## src/rtl/csel_pkg.sv

```systemverilog
// csel_pkg: shared defaults and helpers for the pipelined carry-select adder.
//   CSEL_WIDTH      - default operand/sum width
//   CSEL_BLK        - default bits per carry-select block
//   CSEL_PIPE_EVERY - default carry-select blocks per pipeline stage
//   csel_lat()      - pipeline latency in cycles for a given configuration
package csel_pkg;

  localparam int CSEL_WIDTH      = 32;
  localparam int CSEL_BLK        = 4;
  localparam int CSEL_PIPE_EVERY = 2;

  // One register stage per group of PIPE_EVERY blocks; the last stage's
  // registers are the outputs, so latency equals the stage count.
  function automatic int csel_lat(input int width, input int blk, input int pipe_every);
    return width / (blk * pipe_every);
  endfunction

endpackage

```

## src/rtl/csel_adder_pipe_if.sv

```systemverilog
// csel_adder_pipe_if: operand/result handshake bundle for csel_adder_pipe.
//   in_valid/in_ready   - operand handshake (A, B, cin, sub)
//   out_valid/out_ready - result handshake (sum, cout, ovf)
//   master - producer/consumer side (drives operands, takes results)
//   slave  - adder side
interface csel_adder_pipe_if
  import csel_pkg::*;
#(
  parameter int WIDTH = CSEL_WIDTH
);

  logic             in_valid;
  logic             in_ready;
  logic [WIDTH-1:0] A;
  logic [WIDTH-1:0] B;
  logic             cin;
  logic             sub;
  logic             out_valid;
  logic             out_ready;
  logic [WIDTH-1:0] sum;
  logic             cout;
  logic             ovf;

  modport master (
    output in_valid, A, B, cin, sub, out_ready,
    input  in_ready, out_valid, sum, cout, ovf
  );

  modport slave (
    input  in_valid, A, B, cin, sub, out_ready,
    output in_ready, out_valid, sum, cout, ovf
  );

endinterface

```

## src/rtl/csel_block.sv

```systemverilog
// csel_block: one combinational carry-select block.
//   a, b - BLK-bit operand slices (b already inverted for subtraction)
//   ci   - carry into the block, used only as the select
//   s    - BLK-bit block sum
//   co   - carry out of the block
module csel_block #(
  parameter int BLK = 4
) (
  input  logic [BLK-1:0] a,
  input  logic [BLK-1:0] b,
  input  logic           ci,
  output logic [BLK-1:0] s,
  output logic           co
);

  logic [BLK:0] sum0;
  logic [BLK:0] sum1;

  // Both candidate sums are ready before the incoming carry settles.
  assign sum0 = {1'b0, a} + {1'b0, b};
  assign sum1 = {1'b0, a} + {1'b0, b} + (BLK+1)'(1);

  assign {co, s} = ci ? sum1 : sum0;

endmodule

```

## src/rtl/csel_adder_pipe.sv

```systemverilog
// csel_adder_pipe: pipelined carry-select adder/subtractor.
//   clk - clock, rising edge
//   rst - synchronous active-high reset
//   bus - csel_adder_pipe_if.slave:
//           in_valid/in_ready, A, B, cin, sub   operand side
//           out_valid/out_ready, sum, cout, ovf result side
// Block 0 ripples; blocks 1..NBLK-1 are csel_block instances. Every
// PIPE_EVERY blocks form a stage whose carry, finished low sum bits and
// remaining operand bits are registered. A single enable stalls the whole
// pipe while a result waits at the output.
module csel_adder_pipe
  import csel_pkg::*;
#(
  parameter int WIDTH      = CSEL_WIDTH,
  parameter int BLK        = CSEL_BLK,
  parameter int PIPE_EVERY = CSEL_PIPE_EVERY
) (
  input  logic               clk,
  input  logic               rst,
  csel_adder_pipe_if.slave   bus
);

  localparam int NBLK = WIDTH / BLK;
  localparam int NSTG = NBLK / PIPE_EVERY;
  localparam int LAT  = csel_lat(WIDTH, BLK, PIPE_EVERY);

  localparam bit BAD_CFG = (BLK < 1) || (PIPE_EVERY < 1) ? 1'b1
                         : ((WIDTH % (BLK * PIPE_EVERY)) != 0);

  if (BAD_CFG) begin : g_bad_cfg
    $error("csel_adder_pipe: WIDTH must be a multiple of BLK*PIPE_EVERY and BLK >= 1");
  end

  if (LAT != NSTG) begin : g_bad_lat
    $error("csel_adder_pipe: latency helper disagrees with stage count");
  end

  // Pipeline state, one entry per stage
  logic             vld_q [NSTG];
  logic [WIDTH-1:0] a_q   [NSTG];
  logic [WIDTH-1:0] b_q   [NSTG];
  logic [WIDTH-1:0] s_q   [NSTG];
  logic             c_q   [NSTG];

  // Per-stage sources (stage 0 from the bus, stage k from stage k-1)
  logic             src_v [NSTG];
  logic [WIDTH-1:0] src_a [NSTG];
  logic [WIDTH-1:0] src_b [NSTG];
  logic [WIDTH-1:0] src_s [NSTG];
  logic             src_c [NSTG];

  // Next-state values
  logic [WIDTH-1:0] s_d [NSTG];
  logic             c_d [NSTG];

  // Block results
  logic [BLK-1:0]   blk_s [NBLK];
  logic             blk_co [NBLK];

  logic             en;

  // Holding the output also holds every stage behind it.
  assign en = !(vld_q[NSTG-1] && !bus.out_ready);

  // ---- stage sources ----
  for (genvar k = 0; k < NSTG; k++) begin : g_src
    if (k == 0) begin : g_in
      // Subtraction is A + ~B + 1; cin is ignored then.
      assign src_v[k] = bus.in_valid;
      assign src_a[k] = bus.A;
      assign src_b[k] = bus.B ^ {WIDTH{bus.sub}};
      assign src_s[k] = '0;
      assign src_c[k] = bus.sub | bus.cin;
    end else begin : g_reg
      assign src_v[k] = vld_q[k-1];
      assign src_a[k] = a_q[k-1];
      assign src_b[k] = b_q[k-1];
      assign src_s[k] = s_q[k-1];
      assign src_c[k] = c_q[k-1];
    end
  end

  // ---- blocks ----
  for (genvar j = 0; j < NBLK; j++) begin : g_blk
    localparam int STG = j / PIPE_EVERY;
    logic ci;

    // The first block of a stage takes the registered stage carry.
    if ((j % PIPE_EVERY) == 0) begin : g_first
      assign ci = src_c[STG];
    end else begin : g_chain
      assign ci = blk_co[j-1];
    end

    if (j == 0) begin : g_ripple
      logic [BLK-1:0] rs;
      logic [BLK:0]   rc;

      always_comb begin
        rs    = '0;
        rc    = '0;
        rc[0] = ci;
        for (int i = 0; i < BLK; i++) begin
          rs[i]   = src_a[STG][i] ^ src_b[STG][i] ^ rc[i];
          rc[i+1] = (src_a[STG][i] & src_b[STG][i]) |
                    (rc[i] & (src_a[STG][i] ^ src_b[STG][i]));
        end
      end

      assign blk_s[j]  = rs;
      assign blk_co[j] = rc[BLK];
    end else begin : g_sel
      csel_block #(
        .BLK (BLK)
      ) u_blk (
        .a  (src_a[STG][j*BLK +: BLK]),
        .b  (src_b[STG][j*BLK +: BLK]),
        .ci (ci),
        .s  (blk_s[j]),
        .co (blk_co[j])
      );
    end
  end

  // ---- stage next state ----
  always_comb begin
    for (int k = 0; k < NSTG; k++) begin
      s_d[k] = src_s[k];
      for (int p = 0; p < PIPE_EVERY; p++) begin
        s_d[k][(k*PIPE_EVERY + p)*BLK +: BLK] = blk_s[k*PIPE_EVERY + p];
      end
      c_d[k] = blk_co[(k+1)*PIPE_EVERY - 1];
    end
  end

  // ---- stage registers: valid bits ----
  always_ff @(posedge clk) begin
    if (rst) begin
      for (int k = 0; k < NSTG; k++) begin
        vld_q[k] <= 1'b0;
      end
    end else if (en) begin
      for (int k = 0; k < NSTG; k++) begin
        vld_q[k] <= src_v[k];
      end
    end
  end

  // ---- stage registers: data (only the output stage is cleared) ----
  always_ff @(posedge clk) begin
    for (int k = 0; k < NSTG; k++) begin
      if (rst && (k == NSTG-1)) begin
        a_q[k] <= '0;
        b_q[k] <= '0;
        s_q[k] <= '0;
        c_q[k] <= 1'b0;
      end else if (en) begin
        a_q[k] <= src_a[k];
        b_q[k] <= src_b[k];
        s_q[k] <= s_d[k];
        c_q[k] <= c_d[k];
      end
    end
  end

  // ---- outputs ----
  // Carry into the MSB is recovered as a^b^s at the MSB.
  assign bus.in_ready  = en;
  assign bus.out_valid = vld_q[NSTG-1];
  assign bus.sum       = s_q[NSTG-1];
  assign bus.cout      = c_q[NSTG-1];
  assign bus.ovf       = c_q[NSTG-1] ^
                         (a_q[NSTG-1][WIDTH-1] ^ b_q[NSTG-1][WIDTH-1] ^ s_q[NSTG-1][WIDTH-1]);

endmodule
```

## src/flat_wrapper.sv

```systemverilog
// flat-port wrapper written by rule: the top's interface ports become plain ports
module csel_adder_pipe_flat import csel_pkg::*;
#(
  parameter int WIDTH      = CSEL_WIDTH,
  parameter int BLK        = CSEL_BLK,
  parameter int PIPE_EVERY = CSEL_PIPE_EVERY
)
  (clk, rst, bus_in_valid, bus_A, bus_B, bus_cin, bus_sub, bus_out_ready, bus_in_ready, bus_out_valid, bus_sum, bus_cout, bus_ovf);
  csel_adder_pipe_if #(.WIDTH(WIDTH)) bus_i ();
  input  logic clk;
  input  logic rst;
  input wire logic [$bits(bus_i.in_valid)-1:0] bus_in_valid;
  input wire logic [$bits(bus_i.A)-1:0] bus_A;
  input wire logic [$bits(bus_i.B)-1:0] bus_B;
  input wire logic [$bits(bus_i.cin)-1:0] bus_cin;
  input wire logic [$bits(bus_i.sub)-1:0] bus_sub;
  input wire logic [$bits(bus_i.out_ready)-1:0] bus_out_ready;
  output wire logic [$bits(bus_i.in_ready)-1:0] bus_in_ready;
  output wire logic [$bits(bus_i.out_valid)-1:0] bus_out_valid;
  output wire logic [$bits(bus_i.sum)-1:0] bus_sum;
  output wire logic [$bits(bus_i.cout)-1:0] bus_cout;
  output wire logic [$bits(bus_i.ovf)-1:0] bus_ovf;
  assign bus_i.in_valid = bus_in_valid;
  assign bus_i.A = bus_A;
  assign bus_i.B = bus_B;
  assign bus_i.cin = bus_cin;
  assign bus_i.sub = bus_sub;
  assign bus_i.out_ready = bus_out_ready;
  assign bus_in_ready = bus_i.in_ready;
  assign bus_out_valid = bus_i.out_valid;
  assign bus_sum = bus_i.sum;
  assign bus_cout = bus_i.cout;
  assign bus_ovf = bus_i.ovf;
  csel_adder_pipe #(.WIDTH(WIDTH), .BLK(BLK), .PIPE_EVERY(PIPE_EVERY)) u_core (.clk(clk), .rst(rst), .bus(bus_i));
endmodule
```

## config.mk

```make
export PLATFORM = sky130hd
export DESIGN_NAME = csel_adder_pipe_flat
export DESIGN_NICKNAME = d
export VERILOG_FILES = /design/src/rtl/csel_pkg.sv /design/src/rtl/csel_adder_pipe_if.sv /design/src/rtl/csel_block.sv /design/src/rtl/csel_adder_pipe.sv /design/src/flat_wrapper.sv
export SDC_FILE = /design/constraint.sdc
export NUM_CORES = 1
export LEC_CHECK = 0
export BUFFER_PORTS_ARGS = -buffer_cell sky130_fd_sc_hd__buf_4
export CAP_MARGIN = 20
export CORE_AREA = 2 2 93 162
export CTS_CLUSTER_SIZE = 40
export DETAILED_ROUTE_END_ITERATION = 10
export DIE_AREA = 0 0 95 164
export HOLD_SLACK_MARGIN = 0.08
export PLACE_DENSITY = 0.75
export SLEW_MARGIN = 0
export SYNTH_ARGS = -nofsm -noshare
export SYNTH_HDL_FRONTEND = slang
export SYNTH_SLANG_ARGS = --single-unit
```

## constraint.sdc

```tcl
create_clock -name clk -period 6.8 [get_ports clk]
set_input_delay 0.34 -clock clk [delete_from_list [all_inputs] [get_ports clk]]
set_output_delay 0.34 -clock clk [all_outputs]
set_load 0.01 [all_outputs]
```

==> impl_metrics.json, run 1 <==
{
  "leakage_nw": 4.07,
  "rsz0062_at_grt": "false",
  "start_util_pct": 55.8,
  "timing.critical_path.arrival_ns": 3.27,
  "die-area_sq_um": 15600,
  "worstPathMaxFanout": 4,
  "skew_ns": 0.0164,
  "grt_start_max_net_pins": 86,
  "worst_pin_slew_ns": 1.03,
  "routed-via-count": 4253,
  "relSlewSlack_pct": 31.3,
  "antenna_cells": 0,
  "syn_to_final_growth_pct": 21.3,
  "cap_violations": 0,
  "fin_nets": 748,
  "io_pins": 106,
  "routed_via_density": 5.16,
  "report.final.slew_viol_count": 0,
  "htreeDepth": 4,
  "r2r-start": "u_core.a_q[2][24]$_DFFE_PN_",
  "worstRegToRegCells": 9,
  "port_buffers": 105,
  "power_density_nw_per_um2": 314,
  "startpoint_type": "register",
  "first_global_vias": 4217,
  "clock_latency_ns": 0.42,
  "setup_viol": 0,
  "fin_crit_sh_pct": 43.7,
  "numCtsBuffers": 17,
  "fmax_ghz": 0.337,
  "drc": 0,
  "hold_depth": 1,
  "timing.rr.end": "u_core.s_q[3][31]$_SDFFCE_PN0P_",
  "dr.pass1.iters": 4,
  "async_flop_share_pct": 0,
  "clkTransAtPathRegs_ns": 0.08,
  "period_minus_slack_ns": 2.97,
  "syn-num-nets": 619,
  "syn_inst": 503,
  "p_total_mw": 3.04,
  "hp-start": "bus_A[11]",
  "grt_pass1_wl_um": 18900,
  "fp-row-count": 58,
  "ys_seq_elements": 186,
  "final_antenna_net_count": 0,
  "synth_seq_area_share_pct": 70.0,
  "avgSynthCellArea_sq_um": 15.9,
  "overflow": 0,
  "gp_congestion": 0.837,
  "fin_setup_tns_ns": 0,
  "avgRoutedWirePerCell_um": 14.4,
  "hold_viol": 0,
  "end_kind": "register",
  "synth_area_sq_um": 7980,
  "cp.required_ns": 7.10,
  "die_h_um": 164,
  "dp_hpwl_um": 8090,
  "clkSinkCount": 186,
  "yosysWarnings": 0,
  "cts_root_buffer": "clkbuf_16",
  "gr-usage-all-layers_pct": 16.0,
  "detailedRoute.firstIterationViolations": 227,
  "antenna_found_initial": 0,
  "path_class": "register to register",
  "synth_ff_type": "edfxtp_1",
  "synth_enable_flop_cells": 186,
  "vdd.ir_drop.worst_mv": 0.173,
  "cts_buffer_depth": 2,
  "rrSetupSlack_ns": 3.83,
  "min_to": "u_core.a_q[0][11]$_DFFE_PN_",
  "coreArea_sq_um": 14300,
  "cts_tree": "yes",
  "drt-total-wl_um": 11900,
  "drive_gt1_share_pct": 22.9,
  "fp.dieW_um": 95,
  "status": "finished, final reports clean",
  "yosysUniqueCellTypes": 40,
  "hold_class": "primary input to register"
}
## how the worst max path moves through the flow
stage                     slack [ns]                   startpoint                         endpoint
after floorplan                 1.43                bus_out_ready  u_core.a_q[3][31]$_SDFFCE_PN0P_
after global placement          3.56                      bus_sub          u_core.c_q[0]$_DFFE_PN_
after global routing            3.69  u_core.a_q[2][24]$_DFFE_PN_  u_core.s_q[3][31]$_SDFFCE_PN0P_
after detailed placement        3.45                      bus_sub          u_core.c_q[0]$_DFFE_PN_
final                           3.83  u_core.a_q[2][24]$_DFFE_PN_  u_core.s_q[3][31]$_SDFFCE_PN0P_
after CTS                       3.82  u_core.b_q[2][24]$_DFFE_PN_  u_core.s_q[3][31]$_SDFFCE_PN0P_
## cell families (layout without fill, tap and decap cells)
logic type	Yosys count	count (layout)	synth area share, %
AOI/OAI and AO/OA	46	46	3.81
adders and majority gates	46	46	8.25
muxes	8	8	1.03
xor gates and xnor gates	70	70	7.68
and+or+nand+nor	99	99	6.91
DFF	186	186	70.0
buffers and inverters	48	190	2.32
## through the flow
| step | hold WS (ns) | util, % | setup slack (ns) | cells | cell area [sq um] |
|---|---|---|---|---|---|
| final | 0.0963 | 67.7 | 3.83 | 825 | 9680 |
| after global routing | 0.0800 | 67.7 | 3.69 | 825 | 9680 |
| after CTS | 0.0803 | 66.9 | 3.82 | 814 | 9570 |
| after detailed placement | 0.405 | 62.8 | 3.45 | 780 | 8970 |
| after global placement | 0.401 | 62.8 | 3.56 | 780 | 8970 |
| after floorplan | 0.400 | - | 1.43 | 503 | 7980 |
## power breakdown
part	internal, mW	switching, mW
Combinational	0.252	0.250
Clock	0.493	0.447
Sequential	1.53	0.0660
Total	2.27	0.763
## Yosys cell counts (4+ instances only)
library cell / n / area, sq um
o21ai_0: 6 / 30.0
xnor2_1: 25 / 219
a21o_1: 13 / 97.6
xor2_1: 45 / 394
nand2_1: 13 / 48.8
nand2b_1: 5 / 31.3
a21oi_1: 16 / 80.1
mux2i_1: 6 / 60.1
nand4_1: 6 / 37.5
ha_1: 35 / 438
and2_1: 31 / 194
nor3_1: 9 / 45.0
clkbuf_1: 6 / 22.5
nor2b_1: 4 / 25.0
inv_1: 39 / 146
nand3_1: 5 / 25.0
edfxtp_1: 186 / 5590
fa_1: 11 / 220
nor2_1: 15 / 56.3
## timing repair
action | in CTS | in global routing
gates resized for setup | 0 | 0
setup endpoints to repair | 0 | 0
buffers inserted | 0 | 0
hold buffers | 2 | 10
endpoints found under the hold margin | 2 | 10
## per-layer routing
metal	up-vias	part of all wire, %	global-route usage [%]	wire length [um]
li1	2068	-	-	-
met1	2053	38	18.0	4460
met2	113	56	28.4	6680
met3	19	3.6	3.90	432
met4	0	2.4	7.05	285
met5	-	0	0	0
## flip-flops by register name (all words and copies together) (netlist names)
name,flops
u_core.c_q,4
u_core.vld_q,4
u_core.s_q,80
u_core.a_q,49
u_core.b_q,49
## critical path: stages, from the launching register on
cell,delay (ns)
edfxtp_1,0.39
ha_1,0.25
fa_1,0.59
ha_1,0.23
nand4_2,0.16
a2111oi_2,0.36
o21bai_2,0.20
o21ai_2,0.11
or4_1,0.50
nand2_1,0.07
## cell usage in the layout, fill, tap and decap left out, types with 9 or more instances in the layout
master	count
a21o_1	13
a21oi_1	16
and2_1	31
buf_4	106
clkbuf_16	17
dlygate4sd3_1	12
edfxtp_1	186
fa_1	11
ha_1	35
inv_1	39
nand2_1	13
nor2_1	15
nor3_1	9
xnor2_1	25
xor2_1	45
## area by class of cell
| type | instances | area, sq um |
|---|---|---|
| multi-input cells | 269 | 2220 |
| flip-flops and latches | 186 | 5590 |
| inverters | 39 | 146 |
| repair buffers | 119 | 927 |
| clock inverters | 14 | 146 |
| clock buffers | 18 | 429 |
| fillers | 977 | 4620 |
| well taps | 180 | 225 |
Note: power is estimated with default switching activity, not from simulation.
==> run 2, diff against run 1 <==
CORE_AREA = 2 2 97 169   (was 2 2 93 162)
DIE_AREA = 0 0 99 171   (was 0 0 95 164)
PLACE_DENSITY = 0.72   (was 0.75)
clock period = 2.6 ns   (was 6.8 ns; I/O delays follow)
==> run 2 against run 1 <==
Compared with the run above:
- the run now ends with setup timing left
- non-clock buffer count increased by 48
- global-route usage fell by 0.24 points
- clock power grew to 2.8 times the previous value
- die area increased by 8.7%
- total power rose to 2.7 times the previous value
- clock-buffer cell count is the same
- critical path type unchanged
- critical endpoint unchanged
==> impl_metrics.json, run 2 (same netlist as run 1, synthesis figures left out) <==
{
  "status": "finished with violations",
  "violations": "setup timing",
  "largest_reg_flops": 80,
  "relSlewSlack_pct": 49.1,
  "cap_violations": 0,
  "fmax_ghz": 0.372,
  "worstPathMaxFanout": 3,
  "hold_viol": 0,
  "reg_top3": "u_core.s_q: 80 flops, u_core.a_q: 49 flops, u_core.b_q: 49 flops",
  "drt-total-wl_um": 12700,
  "period_minus_slack_ns": 2.69,
  "r2r-start": "u_core.a_q[2][24]$_DFFE_PN_",
  "end_kind": "register",
  "power_density_nw_per_um2": 801,
  "hp-start": "rst",
  "rsz0062_at_grt": "true",
  "max_flop_register": "u_core.s_q",
  "detailedRoute.firstIterationViolations": 220,
  "skew_ns": 0.00707,
  "setup_viol": 3,
  "crit_start": "u_core.a_q[2][24]$_DFFE_PN_",
  "gp_congestion": 0.843,
  "fin_crit_sh_pct": 103,
  "pwr-share-seq_pct": 50.8,
  "dp_cells": 797,
  "multi_input_area_sq_um": 2310,
  "cp.required_ns": 2.89,
  "worst_hold_slack_ns": 0.172,
  "report.final.slew_viol_count": 0,
  "cts_tree": "yes",
  "grt_start_max_net_pins": 149,
  "fp-row-count": 61,
  "die-area_sq_um": 16900,
  "fp.dieW_um": 99,
  "routed-via-count": 4423,
  "numCtsBuffers": 17,
  "htreeDepth": 4,
  "grt_pass1_wl_um": 20600,
  "swShare_pct": 23.8,
  "seqCellArea_sq_um": 5590,
  "startpoint_type": "register",
  "cts_root_buffer": "clkbuf_16",
  "dpl_cell_area_sq_um": 9110,
  "coreArea_sq_um": 15600,
  "layout.cells.most_common_list": "edfxtp_1 (186), buf_4 (116), dlygate4sd3_1 (50)",
  "avgRoutedWirePerCell_um": 14.4,
  "clkTransAtPathRegs_ns": 0.07,
  "crit_end": "u_core.s_q[3][31]$_SDFFCE_PN0P_",
  "path_class": "register to register",
  "timing.rr.end": "u_core.s_q[3][31]$_SDFFCE_PN0P_",
  "rrSetupSlack_ns": -0.09,
  "antenna_cells": 0,
  "io_pins": 106,
  "antenna_found_initial": 0,
  "dp_hpwl_um": 8160,
  "power_switching_mw": 1.96,
  "final_antenna_net_count": 0,
  "setup_ws_ns": -0.0865,
  "p_int_mw": 6.27,
  "die_h_um": 171,
  "power_frac_clock_pct": 31.5,
  "start_util_pct": 51.0,
  "drive_gt1_share_pct": 24.8,
  "first_global_vias": 4632,
  "timing.critical_path.arrival_ns": 2.98,
  "final_cell_area_sq_um": 10300,
  "drc": 0,
  "worstRegToRegCells": 9,
  "utilization_pct": 65.7,
  "clkSinkCount": 186,
  "final_common_cell": "edfxtp_1",
  "dr.pass1.iters": 4,
  "cts_buffer_depth": 2,
  "port_buffers": 105,
  "p_total_mw": 8.23,
  "hold_class": "primary input to register",
  "worst_pin_slew_ns": 0.764,
  "leakage_nw": 4.30,
  "fin_nets": 796,
  "pwr-share-comb_pct": 17.8,
  "layoutNonFillerInstCount": 882,
  "vdd.ir_drop.worst_mv": 0.549,
  "syn_to_final_growth_pct": 28.7,
  "clock_latency_ns": 0.42,
  "gr-usage-all-layers_pct": 15.8,
  "overflow": 0,
  "routed_via_density": 5.01,
  "fillers": 1074
}
[run 2: cell type report]
| class | instances | area share (%) |
|---|---|---|
| Clock inverter | 14 | 1.64 |
| Tap cell | 189 | 2.30 |
| Multi-Input combinational cell | 269 | 22.5 |
| Timing Repair Buffer | 167 | 13.5 |
| Inverter | 39 | 1.43 |
| Clock buffer | 18 | 4.18 |
| Sequential cell | 186 | 54.4 |
[run 2: worst max-delay path, stage by stage, from the launching register on]
cell	delay, ns
edfxtp_1	0.38
ha_2	0.20
fa_1	0.54
ha_4	0.18
nand4_4	0.11
a2111oi_4	0.31
o21bai_4	0.19
o21ai_2	0.09
or4_1	0.48
nand2_1	0.07
[run 2: worst min-delay path by stage]
stage	to	slack (ns)	cells after the start
after floorplan	u_core.a_q[0][10]$_DFFE_PN_	0.23	0
final	u_core.vld_q[1]$_SDFFCE_PN0P_	0.17	3
after global routing	u_core.vld_q[3]$_DFFE_PP_	0.16	3
after global placement	u_core.a_q[0][10]$_DFFE_PN_	0.31	1
after CTS	u_core.vld_q[3]$_DFFE_PP_	0.16	3
after detailed placement	u_core.a_q[0][18]$_DFFE_PN_	0.31	1
[run 2: metrics by stage]
step / worst slack, ns / TNS, ns
finish: -0.0865 / -0.127
global route: -0.201 / -0.667
CTS: -0.0712 / -0.109
detailed placement: -0.0846 / -0.169
global placement: 0.0125 / 0
floorplan: -0.0632 / -0.0632
[run 2: per-layer routing]
| metal | part of all wire (%) | up-vias | GRT usage [%] |
|---|---|---|---|
| li1 | - | 2164 | - |
| met1 | 37 | 2115 | 16.1 |
| met2 | 56 | 117 | 29.1 |
| met3 | 3.6 | 27 | 3.68 |
| met4 | 2.8 | 0 | 8.58 |
| met5 | 0 | - | 0 |
[run 2: power groups by stage]
stage               registers (mW)  clock network [mW]  logic (mW)
finish                        4.18                2.59        1.46
global route                  4.24                2.75        1.62
CTS                           4.18                2.63        1.45
detailed placement            4.24                   0        1.36
global placement              4.21                   0        1.30
floorplan                     4.24                   0       0.830
[run 2: repair_timing]
action	in CTS	in global routing
setup buffers	2	1
pin swaps	0	6
hold buffers	50	0
endpoints found under the hold margin	50	0
setup endpoints to repair	3	13
gates cloned	0	0
gates resized for setup	2	9
==> run 3, diff against run 2 <==
BUFFER_PORTS_ARGS = -buffer_cell sky130_fd_sc_hd__buf_2   (was -buffer_cell sky130_fd_sc_hd__buf_4)
PLACE_DENSITY = not set   (was 0.72)
PLACE_DENSITY_LB_ADDON = 0.25   (was not set)
==> run 3 against run 2 <==
Compared with the run above:
- the run still ends with setup timing left
- global-route usage shrank 0.42 points
- sequential power is essentially flat
- total power shrank 3.9%
- combinational power shrank 8%
- sequential share of layout area grew 1.8 points
- maximum frequency is 1.0% higher
- clock power fell by 7%
- cell count shrank 0.23%
- clock skew grew 0.0042 ns
- flip-flop and latch count unchanged
- routed wire length fell by 2.1%
- setup slack improved by 0.027 ns
- critical path type unchanged
- highest routed layer unchanged
==> impl_metrics.json, run 3 (same netlist as run 1, synthesis figures left out) <==
{
  "final_antenna_net_count": 0,
  "setup_viol": 2,
  "dp_hpwl_um": 8210,
  "fmax_ghz": 0.376,
  "min_to": "u_core.s_q[0][1]$_DFFE_PN_",
  "worst-path-buf-inv": 0,
  "setup_ws_ns": -0.0593,
  "power_frac_clock_pct": 30.3,
  "rsz0062_at_grt": "true",
  "swShare_pct": 24.4,
  "cp_top_family": "adder cells",
  "worst-path-stages": 9,
  "syn_to_final_growth_pct": 24.6,
  "start_util_pct": 51.0,
  "detailedRoute.firstIterationViolations": 167,
  "numCtsBuffers": 17,
  "coreArea_sq_um": 15600,
  "end_kind": "register",
  "cts_root_buffer": "clkbuf_16",
  "clkSinkCount": 186,
  "vdd.ir_drop.worst_mv": 0.443,
  "violations": "setup timing",
  "fp-row-count": 61,
  "gp_congestion": 0.770,
  "fin_crit_sh_pct": 102,
  "relSlewSlack_pct": 50.6,
  "htreeDepth": 4,
  "fillers": 1133,
  "die-area_sq_um": 16900,
  "final_cell_area_sq_um": 9940,
  "fp.dieW_um": 99,
  "fin_nets": 794,
  "cap_violations": 0,
  "p_total_mw": 7.91,
  "reg_top3": "u_core.s_q: 80 flops, u_core.a_q: 49 flops, u_core.b_q: 49 flops",
  "final_common_cell": "edfxtp_1",
  "largest_reg_flops": 80,
  "overflow": 0,
  "cts_tree": "yes",
  "worstPathMaxFanout": 3,
  "hold_class": "primary input to register",
  "rrSetupSlack_ns": -0.06,
  "clkTransAtPathRegs_ns": 0.07,
  "hold_depth": 2,
  "drc": 0,
  "avgRoutedWirePerCell_um": 14.1,
  "cpPeakStageDelay_ns": 0.56,
  "timing.critical_path.arrival_ns": 2.95,
  "worstRegToRegCells": 9,
  "hp-start": "bus_A[1]",
  "drive_gt1_share_pct": 24.7,
  "worstPathCellList": "ha_2 -> fa_2 -> ha_4 -> nand4_4 -> a2111oi_4 -> o21bai_4 -> o21ai_2 -> or4_1 -> nand2_1",
  "power_switching_mw": 1.93,
  "drt-total-wl_um": 12400,
  "clock_latency_ns": 0.41,
  "cp.required_ns": 2.89,
  "io_pins": 106,
  "report.final.slew_viol_count": 0,
  "worst_pin_slew_ns": 0.741,
  "cts_buffer_depth": 2,
  "startpoint_type": "register",
  "period_minus_slack_ns": 2.66,
  "hold_viol": 0,
  "max_flop_register": "u_core.s_q",
  "layout.cells.most_common_list": "edfxtp_1 (186), buf_2 (105), dlygate4sd3_1 (49)",
  "routed_via_density": 4.95,
  "grt_pass1_wl_um": 20000,
  "dpl_cell_area_sq_um": 8850,
  "r2r-start": "u_core.a_q[2][24]$_DFFE_PN_",
  "crit_slowest_cell": "fa_2",
  "port_buffers": 105,
  "first_global_vias": 4461,
  "dr.pass1.iters": 5,
  "pwr-share-comb_pct": 17.0,
  "p_int_mw": 5.98,
  "antenna_cells": 0,
  "status": "finished with violations",
  "skew_ns": 0.0113,
  "post-place-ws_ns": -0.0690,
  "path_class": "register to register",
  "leakage_nw": 4.19,
  "die_h_um": 171,
  "routed-via-count": 4354,
  "power_density_nw_per_um2": 796,
  "timing.rr.end": "u_core.s_q[3][31]$_SDFFCE_PN0P_",
  "gr-usage-all-layers_pct": 15.3,
  "pwr-share-seq_pct": 52.7,
  "antenna_found_initial": 0,
  "grt_start_max_net_pins": 149
}
-- run 3: power groups by stage --
stage	sequential [mW]	clock (mW)	combinational [mW]
finish	4.17	2.40	1.35
detailed placement	4.24	0	1.27
CTS	4.17	2.45	1.34
global placement	4.21	0	1.21
floorplan	4.24	0	0.830
global route	4.23	2.57	1.51
-- run 3: per-layer routing --
layer | up-vias | track usage (%) | routed length, um
met3 | 16 | 3.84 | 426
met4 | 0 | 6.49 | 236
met1 | 2080 | 16.2 | 4730
met5 | - | 0 | 0
met2 | 93 | 28.6 | 7050
li1 | 2165 | - | -
-- run 3: cell type report --
cell class / count / area, sq um / area share (%)
multi-input cells: 269 / 2310 / 23.2
clock inverters: 13 / 120 / 1.21
well taps: 189 / 236 / 2.38
clock buffers: 19 / 433 / 4.35
repair buffers: 165 / 1110 / 11.2
flip-flops and latches: 186 / 5590 / 56.2
inverters: 39 / 146 / 1.47
-- run 3: worst register-to-register path, stage by stage (launching register included) --
cell and delay (ns):
edfxtp_1 0.37, ha_2 0.21, fa_2 0.56, ha_4 0.16
nand4_4 0.10, a2111oi_4 0.30, o21bai_4 0.19, o21ai_2 0.10
or4_1 0.46, nand2_1 0.08
-- run 3: worst max-delay path by stage --
stage | start | to | slack (ns)
2_1_floorplan | bus_sub | u_core.c_q[0]$_DFFE_PN_ | -0.06
3_3_place_gp | u_core.a_q[2][24]$_DFFE_PN_ | u_core.s_q[3][31]$_SDFFCE_PN0P_ | 0.01
3_5_place_dp | u_core.a_q[2][24]$_DFFE_PN_ | u_core.s_q[3][31]$_SDFFCE_PN0P_ | -0.07
4_1_cts | u_core.a_q[2][24]$_DFFE_PN_ | u_core.s_q[3][31]$_SDFFCE_PN0P_ | -0.06
5_1_grt | u_core.a_q[2][24]$_DFFE_PN_ | u_core.s_q[3][31]$_SDFFCE_PN0P_ | -0.12
6_report | u_core.a_q[2][24]$_DFFE_PN_ | u_core.s_q[3][31]$_SDFFCE_PN0P_ | -0.06
-- run 3: repair_timing --
item	CTS	global route
hold buffers	49	0
hold endpoints to repair	49	0
setup buffers	1	1
endpoints found under the setup margin	3	10
pin swaps	1	4
gates resized for setup	3	8
-- run 3: metrics by stage --
step           std cells  hold WS [ns]  TNS, ns  util, %
2_1_floorplan        503         0.229  -0.0632        -
3_3_place_gp         797         0.307        0     56.6
3_5_place_dp         797         0.308   -0.132     56.6
4_1_cts              879        0.0822  -0.0992     63.4
5_1_grt              880        0.0942   -0.343     63.5
6_report             880         0.113  -0.0914     63.5
